$ cat src/rtl/uart_rx_ovs.sv
// Oversampling UART receiver: synchronised RX pin, start-bit qualification,
// 2-of-3 mid-bit voting, configurable frame format, valid/ready word delivery.
module uart_rx_ovs #(
  parameter int BAUD_DIV  = 434,
  parameter int DATA_BITS = 8,
  parameter int PARITY    = 0,
  parameter int STOP_BITS = 1
) (
  input  logic                 clk,
  input  logic                 rst,
  input  logic                 uart_rx_data,
  output logic [DATA_BITS-1:0] rx_data,
  output logic                 rx_valid,
  input  logic                 rx_ready,
  output logic                 parity_err,
  output logic                 frame_err,
  output logic                 overrun,
  output logic                 rx_busy
);

  localparam int MID = BAUD_DIV / 2;
  localparam int TW  = $clog2(BAUD_DIV);
  localparam logic [TW-1:0] T_MID_LO = TW'(MID - 1);
  localparam logic [TW-1:0] T_MID    = TW'(MID);
  localparam logic [TW-1:0] T_VOTE   = TW'(MID + 1);
  localparam logic [TW-1:0] T_LAST   = TW'(BAUD_DIV - 1);
  localparam logic [3:0]    LAST_DATA = 4'(DATA_BITS - 1);
  localparam logic [3:0]    LAST_STOP = 4'(STOP_BITS - 1);
  localparam logic          ODD_PAR   = (PARITY == 2);

  typedef enum logic [2:0] {S_IDLE, S_START, S_DATA, S_PARITY, S_STOP} state_t;

  state_t                 state_reg, state_next;
  logic                   sync1_reg, sync2_reg, prev_reg;
  logic [TW-1:0]          timer_reg, timer_next;
  logic [3:0]             bit_idx_reg, bit_idx_next;
  logic [1:0]             samp_reg, samp_next;
  logic [DATA_BITS-1:0]   shift_reg, shift_next;
  logic                   perr_reg, perr_next;
  logic                   ferr_reg, ferr_next;
  logic                   vote, at_vote, at_wrap, deliver, deliver_ferr;

  logic [DATA_BITS-1:0]   rx_data_reg;
  logic                   rx_valid_reg, parity_err_reg, frame_err_reg, overrun_reg;

  assign vote    = (samp_reg[0] & samp_reg[1]) | (samp_reg[0] & sync2_reg) | (samp_reg[1] & sync2_reg);
  assign at_vote = (timer_reg == T_VOTE);
  assign at_wrap = (timer_reg == T_LAST);
  assign deliver_ferr = ferr_reg | ~vote;

  // prev exists only for falling-edge detection on the synchronised line
  always_ff @(posedge clk or posedge rst) begin
    if (rst) begin
      sync1_reg <= 1'b1;
      sync2_reg <= 1'b1;
      prev_reg  <= 1'b1;
    end else begin
      sync1_reg <= uart_rx_data;
      sync2_reg <= sync1_reg;
      prev_reg  <= sync2_reg;
    end
  end

  always_ff @(posedge clk or posedge rst) begin
    if (rst) begin
      state_reg   <= S_IDLE;
      timer_reg   <= '0;
      bit_idx_reg <= '0;
      samp_reg    <= 2'b11;
      shift_reg   <= '0;
      perr_reg    <= 1'b0;
      ferr_reg    <= 1'b0;
    end else begin
      state_reg   <= state_next;
      timer_reg   <= timer_next;
      bit_idx_reg <= bit_idx_next;
      samp_reg    <= samp_next;
      shift_reg   <= shift_next;
      perr_reg    <= perr_next;
      ferr_reg    <= ferr_next;
    end
  end

  always_comb begin
    state_next   = state_reg;
    timer_next   = at_wrap ? '0 : timer_reg + 1'b1;
    bit_idx_next = bit_idx_reg;
    samp_next    = samp_reg;
    shift_next   = shift_reg;
    perr_next    = perr_reg;
    ferr_next    = ferr_reg;
    deliver      = 1'b0;
    if (timer_reg == T_MID_LO) samp_next[0] = sync2_reg;
    if (timer_reg == T_MID)    samp_next[1] = sync2_reg;
    case (state_reg)
      S_IDLE: begin
        timer_next = '0;
        if (prev_reg && !sync2_reg) begin
          state_next = S_START;
          perr_next  = 1'b0;
          ferr_next  = 1'b0;
        end
      end
      S_START: begin
        if (at_vote && vote) begin
          state_next = S_IDLE;
          timer_next = '0;
        end else if (at_wrap) begin
          state_next   = S_DATA;
          bit_idx_next = '0;
        end
      end
      S_DATA: begin
        if (at_vote) shift_next = {vote, shift_reg[DATA_BITS-1:1]};
        if (at_wrap) begin
          if (bit_idx_reg == LAST_DATA) begin
            bit_idx_next = '0;
            state_next   = (PARITY != 0) ? S_PARITY : S_STOP;
          end else begin
            bit_idx_next = bit_idx_reg + 4'd1;
          end
        end
      end
      S_PARITY: begin
        if (at_vote) perr_next = vote ^ (^shift_reg) ^ ODD_PAR;
        if (at_wrap) begin
          state_next   = S_STOP;
          bit_idx_next = '0;
        end
      end
      S_STOP: begin
        // Last stop bit finishes at its vote so a back-to-back start is caught
        if (at_vote) begin
          ferr_next = deliver_ferr;
          if (bit_idx_reg == LAST_STOP) begin
            deliver    = 1'b1;
            state_next = S_IDLE;
            timer_next = '0;
          end
        end else if (at_wrap) begin
          bit_idx_next = bit_idx_reg + 4'd1;
        end
      end
      default: begin
        state_next = S_IDLE;
        timer_next = '0;
      end
    endcase
  end

  always_ff @(posedge clk or posedge rst) begin
    if (rst) begin
      rx_data_reg    <= '0;
      rx_valid_reg   <= 1'b0;
      parity_err_reg <= 1'b0;
      frame_err_reg  <= 1'b0;
      overrun_reg    <= 1'b0;
    end else begin
      overrun_reg <= 1'b0;
      if (deliver) begin
        if (!rx_valid_reg || rx_ready) begin
          rx_data_reg    <= shift_reg;
          parity_err_reg <= perr_reg;
          frame_err_reg  <= deliver_ferr;
          rx_valid_reg   <= 1'b1;
        end else begin
          overrun_reg <= 1'b1;
        end
      end else if (rx_valid_reg && rx_ready) begin
        rx_valid_reg <= 1'b0;
      end
    end
  end

  assign rx_data    = rx_data_reg;
  assign rx_valid   = rx_valid_reg;
  assign parity_err = parity_err_reg;
  assign frame_err  = frame_err_reg;
  assign overrun    = overrun_reg;
  assign rx_busy    = (state_reg != S_IDLE);

endmodule

$ cat config.mk
export PLATFORM = sky130hd
export DESIGN_NAME = uart_rx_ovs
export DESIGN_NICKNAME = d
export VERILOG_FILES = /design/src/rtl/uart_rx_ovs.sv
export SDC_FILE = /design/constraint.sdc
export NUM_CORES = 1
export LEC_CHECK = 0
export ABC_AREA = 1
export BUFFER_PORTS_ARGS = -buffer_cell sky130_fd_sc_hd__buf_2
export CELL_PAD_IN_SITES_DETAIL_PLACEMENT = 0
export CELL_PAD_IN_SITES_GLOBAL_PLACEMENT = 2
export CORE_AREA = 3 3 83 85
export CTS_CLUSTER_DIAMETER = 120
export CTS_CLUSTER_SIZE = 25
export DETAILED_ROUTE_END_ITERATION = 12
export DIE_AREA = 0 0 86 88
export GPL_TIMING_DRIVEN = 0
export PLACE_DENSITY = 0.89
export SLEW_MARGIN = 20
export SYNTH_ARGS = -nofsm -noshare
export SYNTH_HDL_FRONTEND = slang
export SYNTH_SLANG_ARGS = --single-unit
export TNS_END_PERCENT = 100
$ cat constraint.sdc
create_clock -name clk -period 1.65 [get_ports clk]
set_input_delay 0.165 -clock clk [delete_from_list [all_inputs] [get_ports clk]]
set_output_delay 0.165 -clock clk [all_outputs]
set_load 0.02 [all_outputs]
==> run metrics <==
Logic pwr share 27.0%; post-synth net total 276; gpl congestion 0.807; Clock Latency Late Sink 0.30 ns; worst slew pin tran 0.505 ns; post-synth top area cell dfrtp_1; Critical Path Fanout Max 5; DP HPWL 3060 um; # placed instances 360; FF-to-FF setup slack 0.12 ns; worst reg2reg path endpoint bit_idx_reg[2]; Hold Path Origin rx_ready; wire per inst 10.9 um; Hold Path Stages 4; All-Layer GR Usage 12.7%; fin. max-slew vios 0; CTS tree built; Final nets 304; Worst Path Required 1.86 ns; clock share of power 27.8%; Worst R2R Start timer_reg[1]; Hold Path Sink overrun; Power Total 2.70 mW; Startpoint Class register; initial drt markers 62; vias in the first global route 1722; chip height 88 um; DRC 0; Final Non-Filler Cells 372; commonest non-fill, non-tap cell in the layout nand2_1; Yosys top cell area share 42.7%; drt pass-1 iters 4; Initial Util 35.5%; Post-Syn Area 2230 um^2; status complete, no violations; Seq pwr share 45.3%; CTS root buffer clkbuf_8; register area share after synthesis 48.6%; first-pass GRT wire length 7650 um; sinks on the clock net 43; most frequent cells in the layout nand2_1 (71), inv_1 (39), dfrtp_1 (38), nor2_1 (20); worst-case reg-to-reg path depth 8; max cap viols 0; die area 7570 um^2; largest cells by area after synthesis dfrtp_1 (43%), nand2_1 (13%), inv_1 (6.9%); setup repair after global routing missed its margin true; Hold Slack 0.200 ns; Clock Pin Slew Worst Setup and Hold Paths 0.08 ns; fmax 652 MHz; Core Rows 29; Die Wd 86 um; Post-Synthesis Cells 266; Final Hold Fails 0; port bufs 16; Ant. Diodes 0; # setup viols final 0; TritonCTS Buffers 5; critical path arrival 1.74 ns; max reg flops 9; area delta synth->final 17.0%; H-Tree Depth 2; fraction of layout cells with a size suffix above 1 22.4%; I/O pin total 17; Critical Path End Type register; initial antenna violation count 0; Yosys reg bits 43; worst vdd ir 0.000511 V; core area 6280 um^2; Slew headroom 66.3%; fin crit period 1.53 ns; DRT antenna net count 0; P per Cell Area 1030 nW/um^2; clock buffer depth 2; Leak 1.27 nW; NetSw 918 uW; routed via count 1666; synth unique cells 25; clk_skew 0.00564 ns; final period utilization 93.0%; largest net degree at the start of global routing 23; Yosys warnings 0; Sw Share 34.1%; total congestion overflow 0; Mapped Avg Cell Area 8.37 um^2; CP Class reg -> reg; Routed WL 4060 um; Int Pwr 1.78 mW; worst hold path class in -> reg; Via density 4.48; final setup TNS 0 ns
-- cells in the mapped netlist --
cell / n
a22oi_1: 1
xnor2_1: 3
o21ai_0: 10
o21ai_2: 9
dfstp_2: 5
a21oi_2: 1
inv_1: 41
o21ai_1: 10
buf_6: 3
nand2_1: 75
nand3b_1: 1
xor2_1: 6
inv_2: 2
o21ai_4: 1
nand3_1: 16
nor2_1: 22
nand2_2: 5
nand2_4: 1
nor2_2: 1
o31ai_1: 1
nor2_4: 2
nand4_4: 1
dfrtp_1: 38
ha_1: 6
nand4_1: 5
-- through the flow --
step	worst slack [ns]	area [um^2]	utilization (%)
2_1_floorplan	0.205	2230	-
3_3_place_gp	-0.134	2400	38.3
3_5_place_dp	-0.0275	2430	38.7
4_1_cts	0.0323	2560	40.9
5_1_grt	-0.00218	2610	41.5
6_report	0.116	2610	41.5
-- logic make-up after synthesis --
family	after synthesis	share of synthesized area (%)
AO/OA/AOI/OAI	33	9.84
XOR/XNOR	9	3.54
adder cells (fa/ha/maj)	6	3.37
buffers and inverters	46	8.77
flip-flops	43	48.6
AND/OR/NAND/NOR	129	25.9
-- critical path, cell delays in order, from the launching register on --
cell and delay (ns):
dfrtp_1 0.42, inv_1 0.09, ha_1 0.18, nand4_1 0.10, nor2_1 0.21, nand2_1 0.11, inv_1 0.14, nand2_1 0.06
a22oi_1 0.14
-- final cells by class --
type / count / area, um^2
multi-input combinational: 178 / 990
clock buffer: 7 / 96.3
fill: 663 / 3670
inverter: 43 / 164
clock inverter: 1 / 7.51
sequential: 43 / 1080
tap: 77 / 96.3
timing repair buffer: 20 / 135
buffer: 3 / 33.8
-- power by group through the flow --
stage               logic (mW)  clock network (mW)  registers, mW
floorplan                0.490                   0           1.22
global placement         0.611                   0           1.24
detailed placement       0.625                   0           1.25
CTS                      0.672               0.787           1.22
global route             0.849               0.825           1.24
finish                   0.727               0.749           1.22
-- worst max-delay path by stage --
| stage | slack (ns) | depth (start not counted) | startpoint | to |
|---|---|---|---|---|
| detailed placement | -0.03 | 9 | timer_reg[0] | timer_reg[5] |
| CTS | 0.03 | 9 | timer_reg[0] | timer_reg[5] |
| global route | -0.002 | 8 | timer_reg[1] | bit_idx_reg[2] |
| global placement | -0.13 | 2 | rst | bit_idx_reg[0] |
| finish | 0.12 | 8 | timer_reg[1] | bit_idx_reg[2] |
| floorplan | 0.20 | 9 | timer_reg[0] | timer_reg[0] |
-- per-layer routing --
layer	global-route usage [%]	up-vias	share of wire, %
met1	16.8	751	48
met2	20.6	23	47
met5	0	-	0
met3	3.10	5	3.4
li1	-	887	-
met4	3.88	0	1.3
-- what timing repair did --
action | CTS | global route
gates resized for setup | 1 | 10
endpoints found under the setup margin | 9 | 26
setup buffers | 0 | 1
hold buffers | 2 | 0
pin swaps | 2 | 1
endpoints found under the hold margin | 22 | 0
cloned | 1 | 0
Note: power is estimated with default switching activity, not from simulation.
